--- src/rtl/reg_alu_pkg.sv ---
// reg_alu_pkg: opcode, select and EX-stage types shared by reg_alu_pipe and alu_w.
package reg_alu_pkg;
  localparam int DW_MAX = 64;
  localparam int AW_MAX = 8;
  typedef enum logic [2:0] {OP_ADD, OP_SUB, OP_AND, OP_OR, OP_XOR, OP_NOT, OP_SHL, OP_SHR} op_e;
  localparam logic SEL_LOAD = 1'b0;
  localparam logic SEL_ALU = 1'b1;
  // data fields are sized for the widest supported build; instances use the low WIDTH bits
  typedef struct packed {
    logic valid;
    logic sel;
    op_e op;
    logic [AW_MAX-1:0] wr_addr;
    logic [DW_MAX-1:0] a;
    logic [DW_MAX-1:0] b;
    logic [DW_MAX-1:0] d_in;
  } ex_stage_t;
endpackage

--- src/rtl/alu_w.sv ---
// alu_w: combinational WIDTH-bit ALU producing a result and carry/borrow.
module alu_w
  import reg_alu_pkg::*;
#(
  parameter int WIDTH = 16
) (
  input  op_e              op,
  input  logic [WIDTH-1:0] a,
  input  logic [WIDTH-1:0] b,
  output logic [WIDTH-1:0] res,
  output logic             cout
);
  localparam int SW = $clog2(WIDTH);
  logic [WIDTH:0] sum;
  logic [WIDTH:0] dif;
  logic [SW-1:0] sh;
  assign sum = {1'b0, a} + {1'b0, b};
  assign dif = {1'b0, a} - {1'b0, b};
  assign sh = b[SW-1:0];
  assign cout = op == OP_ADD ? sum[WIDTH] : op == OP_SUB ? dif[WIDTH] : 1'b0;
  always_comb begin
    case (op)
      OP_ADD:  res = sum[WIDTH-1:0];
      OP_SUB:  res = dif[WIDTH-1:0];
      OP_AND:  res = a & b;
      OP_OR:   res = a | b;
      OP_XOR:  res = a ^ b;
      OP_NOT:  res = ~a;
      OP_SHL:  res = a << sh;
      OP_SHR:  res = a >> sh;
      default: res = '0;
    endcase
  end
endmodule

--- src/rtl/reg_alu_pipe.sv ---
// reg_alu_pipe: two-stage (ID/EX) register-file + ALU pipeline with valid/ready issue.
// RAW_FORWARD_EN: bypass the EX result into ID instead of stalling one cycle on a RAW hazard.
module reg_alu_pipe
  import reg_alu_pkg::*;
#(
  parameter int WIDTH = 16,
  parameter int NREG = 8,
  localparam int AW = $clog2(NREG)
) (
  input  logic             clk,
  input  logic             reset,
  input  logic             in_valid,
  output logic             in_ready,
  input  logic             sel,
  input  logic [2:0]       op,
  input  logic [AW-1:0]    rd_addr_a,
  input  logic [AW-1:0]    rd_addr_b,
  input  logic [AW-1:0]    wr_addr,
  input  logic [WIDTH-1:0] d_in,
  output logic             res_valid,
  output logic [WIDTH-1:0] res_data,
  output logic             cout,
  output logic             zero,
  input  logic [AW-1:0]    dbg_addr,
  output logic [WIDTH-1:0] dbg_data
);
  logic [WIDTH-1:0] regs_q [NREG];
  logic [WIDTH-1:0] regs_d [NREG];
  ex_stage_t ex_q, ex_d;
  logic res_valid_q, res_valid_d, cout_q, cout_d, zero_q, zero_d;
  logic [WIDTH-1:0] res_data_q, res_data_d;
  logic [WIDTH-1:0] alu_res, wb_val, op_a, op_b;
  logic alu_cout, wb_cout, hit_a, hit_b, unused_ex;

  alu_w #(.WIDTH(WIDTH)) u_alu (
    .op(ex_q.op), .a(ex_q.a[WIDTH-1:0]), .b(ex_q.b[WIDTH-1:0]), .res(alu_res), .cout(alu_cout)
  );

  always_comb begin
    wb_val = ex_q.sel == SEL_ALU ? alu_res : ex_q.d_in[WIDTH-1:0];
    wb_cout = ex_q.sel == SEL_ALU && alu_cout;
    hit_a = ex_q.valid && ex_q.wr_addr[AW-1:0] == rd_addr_a;
    hit_b = ex_q.valid && ex_q.wr_addr[AW-1:0] == rd_addr_b;
`ifdef RAW_FORWARD_EN
    in_ready = !reset;
    op_a = hit_a ? wb_val : regs_q[rd_addr_a];
    op_b = hit_b ? wb_val : regs_q[rd_addr_b];
`else
    in_ready = !reset && !(in_valid && sel == SEL_ALU && (hit_a || hit_b));
    op_a = regs_q[rd_addr_a];
    op_b = regs_q[rd_addr_b];
`endif
    ex_d = '{valid: in_valid && in_ready, sel: sel, op: op_e'(op), wr_addr: AW_MAX'(wr_addr),
             a: DW_MAX'(op_a), b: DW_MAX'(op_b), d_in: DW_MAX'(d_in)};
    regs_d = regs_q;
    if (ex_q.valid) regs_d[ex_q.wr_addr[AW-1:0]] = wb_val;
    res_valid_d = ex_q.valid;
    res_data_d = ex_q.valid ? wb_val : res_data_q;
    cout_d = ex_q.valid ? wb_cout : cout_q;
    zero_d = ex_q.valid ? wb_val == '0 : zero_q;
  end

  always_ff @(posedge clk) begin
    if (reset) begin
      regs_q <= '{default: '0};
      ex_q <= '0;
      res_valid_q <= 1'b0;
      res_data_q <= '0;
      cout_q <= 1'b0;
      zero_q <= 1'b0;
    end else begin
      regs_q <= regs_d;
      ex_q <= ex_d;
      res_valid_q <= res_valid_d;
      res_data_q <= res_data_d;
      cout_q <= cout_d;
      zero_q <= zero_d;
    end
  end

  // upper struct bits beyond WIDTH/AW are constant zero
  assign unused_ex = ^ex_q;
  assign res_valid = res_valid_q;
  assign res_data = res_data_q;
  assign cout = cout_q;
  assign zero = zero_q;
  assign dbg_data = regs_q[dbg_addr];
endmodule

--- config.mk ---
export PLATFORM = sky130hd
export DESIGN_NAME = reg_alu_pipe
export DESIGN_NICKNAME = d
export VERILOG_FILES = /design/src/rtl/reg_alu_pkg.sv /design/src/rtl/alu_w.sv /design/src/rtl/reg_alu_pipe.sv
export SDC_FILE = /design/constraint.sdc
export NUM_CORES = 1
export LEC_CHECK = 0
export ABC_CLOCK_PERIOD_IN_PS = 10600
export BUFFER_PORTS_ARGS = -buffer_cell sky130_fd_sc_hd__buf_4
export CAP_MARGIN = 5
export CELL_PAD_IN_SITES_DETAIL_PLACEMENT = 0
export CELL_PAD_IN_SITES_GLOBAL_PLACEMENT = 1
export CORE_AREA = 2 2 182 184
export CTS_BUF_LIST = sky130_fd_sc_hd__clkbuf_8
export DETAILED_ROUTE_END_ITERATION = 8
export DIE_AREA = 0 0 184 186
export GPL_TIMING_DRIVEN = 0
export PLACE_DENSITY_LB_ADDON = 0.05
export SYNTH_ARGS = -nofsm -noshare
export SYNTH_HDL_FRONTEND = slang
export SYNTH_SLANG_ARGS = --single-unit
--- constraint.sdc ---
create_clock -name clk -period 10.6 [get_ports clk]
set_input_delay 2.12 -clock clk [delete_from_list [all_inputs] [get_ports clk]]
set_output_delay 2.12 -clock clk [all_outputs]
set_load 0.05 [all_outputs]
### Word-level counts from Yosys, hierarchy flattened

Cells that the tools add are included.

| operators by class | value |
|---|---|
| $add $sub $neg | 2 |
| multipliers | 0 |
| divide/modulo/power cells | 0 |
| order comparisons | 5 |
| equal/unequal tests | 9 |
| shift-type cells | 2 |
| mux-type cells | 16 |
| bitwise operators | 8 |
| reductions and logical operators | 13 |

Operators by type and width:

| kind | number |
|---|---|
| 16-bit binary-select mux with 3-bit select | 3 |
| 128-bit bitwise mux | 1 |
| 16-bit 2-to-1 mux | 8 |
| 16-bit case mux with 8 select lines | 1 |
| 16-bit demux with 3-bit select | 1 |
| 16-bit by 16-bit adder with 17-bit output | 1 |
| 16-bit by 16-bit subtractor with 17-bit output | 1 |
| 16-bit bitwise AND | 1 |
| 4-bit greater-or-equal comparator (second input constant) | 4 |
| 16-bit zero test | 1 |
| 16-bit inverter | 1 |
| 3-bit inverter with 4-bit output | 4 |
| 16-bit OR | 1 |
| 16-bit by 4-bit << shifter with 16-bit output | 1 |
| 16-bit by 4-bit right shift with 16-bit output | 1 |
| 16-bit bitwise XOR | 1 |
| 3-bit equality test (second input constant) | 4 |
| 1-bit logical AND | 8 |
| 3-bit by 2-bit equality test with 1-bit output (second input constant) | 2 |
| 3-bit equality test | 2 |
| 4-bit by 1-bit < comparator with 1-bit output (second input constant) | 1 |
| 3-bit by 1-bit equality test with 1-bit output (second input constant) | 1 |
| 3-bit zero test | 1 |
| 1-bit zero test | 2 |
| other kinds (2) | 3 |

| storage, ports and cells | value |
|---|---|
| register bits | 203 |
| latch bits | 0 |
| memory bits (writable) | 0 |
| ROM bits | 0 |
| logic and storage cells | 74 |
| memories | 0 |

### Logic depth before layout (Yosys ltp)

| logic depth | value |
|---|---|
| word-level depth | 7 |
| depth in mapped cells | 15 |
| mapped depth without buffers | 13 |

### By module

Synthesis repeated with hierarchy kept, for this count alone.

| second synthesis, totals | value |
|---|---|
| cell total of the unflattened synthesis | 1402 |
| area total of the unflattened synthesis | 13872.1 um^2 |

Modules (own cells, without submodules):

| module | times used | cells each | area an instance (um^2) | seq. area each (um^2) |
|---|---|---|---|---|
| reg_alu_pipe | 1 | 834 | 9743.1 | 4063.9 |
| alu_w | 1 | 568 | 4129.0 | 0.0 |

### Worst setup path before layout

OpenSTA, ideal clock, no wires.

| timing | value |
|---|---|
| kind | in2out |
| from | input port dbg_addr[0] |
| to | output port dbg_data[0] |
| data arrival time | 3.826 ns |
| setup slack | 4.654 ns |
| cell stages on the path | 4 |
| path buffers | 2 |
| cells stage by stage | clkbuf_1 -> buf_1 -> mux4_2 -> mux2_2 |

| between the ends | value |
|---|---|
| word-level cells in the longest chain between the ends | 4 |

Ends and longest elaborated chain:

| item | line | text |
|---|---|---|
| start: declaration | reg_alu_pipe.sv:24 | `input logic [AW-1:0] dbg_addr,` |
| 3-bit inverter with 4-bit output (not written as such) | reg_alu_pipe.sv:87 | `assign dbg_data = regs_q[dbg_addr];` |
| 16-bit binary-select mux with 3-bit select | reg_alu_pipe.sv:87 |  |
| 16-bit 2-to-1 mux (not written as such) (2 in series) | reg_alu_pipe.sv:87 |  |
| end: declaration | reg_alu_pipe.sv:25 | `output logic [WIDTH-1:0] dbg_data` |

No other way between the ends. The select of a mux whose other input is x is not followed.

### Final worst setup path

| timing | value |
|---|---|
| from | input port dbg_addr[0] |
| to | output port dbg_data[12] |

The elaborated chain is that of the path after synthesis.

==> flow_summary_export.csv <==
group,metric,value,unit
outcome,status,"complete, no violations",
worst_setup_path,reg2reg_depth,14,
yosys,synth.avg_cell_area,8.82,sq um
power_and_ir_drop,clockPowerShare,40.6,%
worst_setup_path,end_kind,"output port",
floorplan,row_count,66,
floorplan,pin_count,71,
routing,drc,0,
timing,setup_tns,0,ns
yosys,synth_flop_cell,"dfxtp_1",
worst_setup_path,crit_chain,"clkbuf_1 -> buf_1 -> mux4_2 -> mux2_2 -> buf_4",
final_layout,diodes,0,
worst_setup_path,required,8.48,ns
yosys,synth_cell_types,78,
clock_tree,htreeDepth,2,
global_routing,first_global_vias,12421,
placed_design,place_congestion,0.969,
timing,setup_slack,3.96,ns
timing,setup_viol,0,
power_and_ir_drop,seqPwrFrac,44.2,%
timing,final_hold_viol_count,0,
timing,maxSlewViolCount,0,
routing,antenna_left,0,
worst_setup_path,slowest_stage,"buf_1",
power_and_ir_drop,vdd_ir_drop_max,0.102,mV
final_layout,mostFrequentLayoutCells,"nand2_1, dfxtp_1, a21oi_1",
worst_setup_path,cp.arrival,4.52,ns
clock_tree,cts_tree,"yes",
power_and_ir_drop,p_sw_share,30.3,%
timing,fmax,151,MHz
yosys,syn-cell-area,13700,sq um
power_and_ir_drop,pwr-share-comb,15.1,%
yosys,ys_ff_latch,203,
routing,drtPass1Iterations,8,
power_and_ir_drop,total_power,1.79,mW
yosys,synth_nets,1641,
yosys,async_flop_share,0,%
global_routing,overflow,0,
timing,rsz0062_at_grt,"false",
final_layout,areaGrowthSynthToFinish,13.1,%
routing,wl,56.4,mm
final_layout,fillers,3183,
clock_tree,cts_setup_buffers,0,
worst_setup_path,rr_startpoint,"ex_q[66]",
routing,wl_per_cell,27.0,um
clock_tree,path_clk_slew,0.06,ns
global_routing,track_usage,33.3,%
placed_design,place_inst,2029,
floorplan,core_region_area,32200,sq um
floorplan,die_y,186,um
final_layout,layout_commonest_cell,"nand2_1",
clock_tree,ctsHoldBuffers,0,
routing,route.met3.wl,3.22,mm
placed_design,io_buffer_count,61,
final_layout,nets,1747,
clock_tree,numCtsBuffers,37,
final_layout,final_cells,2094,
routing,avgViaCountPerCell,6.12,
yosys,ys_warn_count,0,
timing,fin_crit,6.64,ns
worst_setup_path,r2r_end,"res_data[15]",
min_path,hold_depth,2,
floorplan,die_area,34200,sq um
yosys,seq_area_frac_synth,29.6,%
yosys,yosysTopAreaCell,"dfxtp_1",
clock_tree,clk_latency,0.56,ns
worst_setup_path,crit_fanout,10,
worst_setup_path,slowest_delay,0.90,ns
clock_tree,cts_buffer_depth,3,
clock_tree,cts-root-buf,"clkbuf_8",
yosys,yosys-top-cells-area,"dfxtp_1, mux4_2, nand2_1",
power_and_ir_drop,p_per_area,115,nW/um^2
power_and_ir_drop,leakage,5.52,nW
routing,vias,12819,
min_path,worstHoldPathType,"reg -> reg",
power_and_ir_drop,p_sw,0.541,mW
routing,wl_met1,21.6,mm
routing,top_layer_used,"met4",
floorplan,start_util,42.6,%
worst_setup_path,start_kind,"input pin",
timing,fin_crit_sh,62.6,%
worst_setup_path,reg2reg_slack,4.96,ns
placed_design,hpwl,43.1,mm
worst_setup_path,path_class,"in -> out",
final_layout,layout-drive-gt1-share,17.2,%
power_and_ir_drop,p_int,1.25,mW
run,cap_violations,0,
timing,slew_headroom,11.9,%
min_path,hp-start,"regs_q[19]",
clock_tree,clock_sinks,203,
placed_design,dp_worst_setup_slack,3.94,ns
min_path,min_to,"regs_q[19]",
global_routing,antenna_found_initial,0,
floorplan,die_x,184,um
yosys,synth_edf_count,0,
yosys,syn_inst,1555,
yosys,synth_top_area_share,29.6,%
global_routing,grt_pass1_wl,82.1,mm
routing,drtIter0Drc,963,
clock_tree,cts_resized,0,
global_routing,grt_start_max_net_pins,12,
timing,tightestPinTransition,1.32,ns
worst_setup_path,critical_path.top_delay_family,"buffers and inverters",
routing,met2_length,28.0,mm
timing,skew,0.0311,ns
worst_setup_path,critPathBufInv,3,
==> per-stage QoR <==
step / util (%) / cell area [sq um] / hold slack (ns)
3_5_place_dp: 45.9 / 14800 / 0.473
5_1_grt: 48.2 / 15500 / 0.500
2_1_floorplan: - / 13700 / 0.447
4_1_cts: 48.1 / 15500 / 0.481
3_3_place_gp: 45.6 / 14700 / 0.463
6_report: 48.2 / 15500 / 0.481
==> how the worst max path moves through the flow <==
stage | from | to | slack, ns | cells after the start
floorplan | dbg_addr[0] | dbg_data[0] | 4.65 | 4
global placement | dbg_addr[0] | dbg_data[12] | 3.90 | 5
detailed placement | dbg_addr[0] | dbg_data[12] | 3.94 | 5
CTS | dbg_addr[0] | dbg_data[12] | 3.94 | 5
global route | dbg_addr[0] | dbg_data[12] | 3.84 | 5
finish | dbg_addr[0] | dbg_data[12] | 3.96 | 5
==> worst min-delay path, delay by kind of cell (launching register included) <==
kind / cells / cell delay [ns]
AND/OR/NAND/NOR: 1 / 0.06
flip-flops: 1 / 0.32
AO/OA/AOI/OAI: 1 / 0.05
==> power groups by stage <==
stage	registers (mW)	logic, mW	clock network (mW)
after floorplan	0.812	0.152	0
after global placement	0.806	0.259	0
after detailed placement	0.807	0.267	0
after CTS	0.790	0.267	0.738
after global routing	0.791	0.283	0.776
final	0.790	0.270	0.726
==> layout make-up <==
type | count | area (sq um) | area share [%]
multi-input cells | 1165 | 8950 | 57.7
flip-flops and latches | 203 | 4060 | 26.2
clock buffers | 44 | 606 | 3.91
plain buffers | 129 | 538 | 3.47
repair buffers | 67 | 523 | 3.37
well taps | 408 | 510 | 3.29
inverters | 58 | 218 | 1.40
clock inverters | 20 | 98.8 | 0.637
==> registers in the layout, summed over array words and instances (netlist names) <==
| signal | count |
|---|---|
| res_valid | 1 |
| ex_q | 55 |
| regs_q | 128 |
| zero | 1 |
| cout | 1 |
| res_data | 16 |
| res_valid_d | 1 |
==> routing by layer <==
layer  global-route usage [%]  vias up
li1                         -     5855
met1                     38.6     6256
met2                     58.7      552
met3                     4.66      156
met4                     19.9        0
met5                        0        -
==> synthesized netlist by cell type, types with 5 or more instances <==
cell type and number:
a211oi_1 21, a21o_1 8, a21oi_1 164, a221o_1 5, a221oi_1 6, a22oi_1 12, a31oi_1 10, and2_1 9
buf_1 17, buf_2 15, clkbuf_1 90, dfxtp_1 203, ha_1 49, inv_1 56, mux2_1 8, mux2_2 25
mux2i_1 70, mux4_2 105, nand2_1 243, nand2b_1 14, nand3_1 20, nand3b_1 10, nand4_1 9, nand4b_1 6
nor2_1 149, nor2b_1 39, nor3_1 20, nor4_1 6, o2111ai_1 5, o211ai_1 15, o21a_1 6, o21ai_0 19
o22ai_1 12, o31ai_1 14, or3_1 5, or4_1 5, xnor2_1 13, xor2_1 5
==> cells by family after synthesis <==
kind of cell               share of synthesized area [%]
AOI/OAI and AO/OA                                   15.8
muxes                                               25.4
xor gates and xnor gates                            1.15
DFF                                                 29.6
buffers and inverters                               5.51
and+or+nand+nor                                     17.8
adders and majority gates                           4.76
Note: power is estimated with default switching activity, not from simulation.
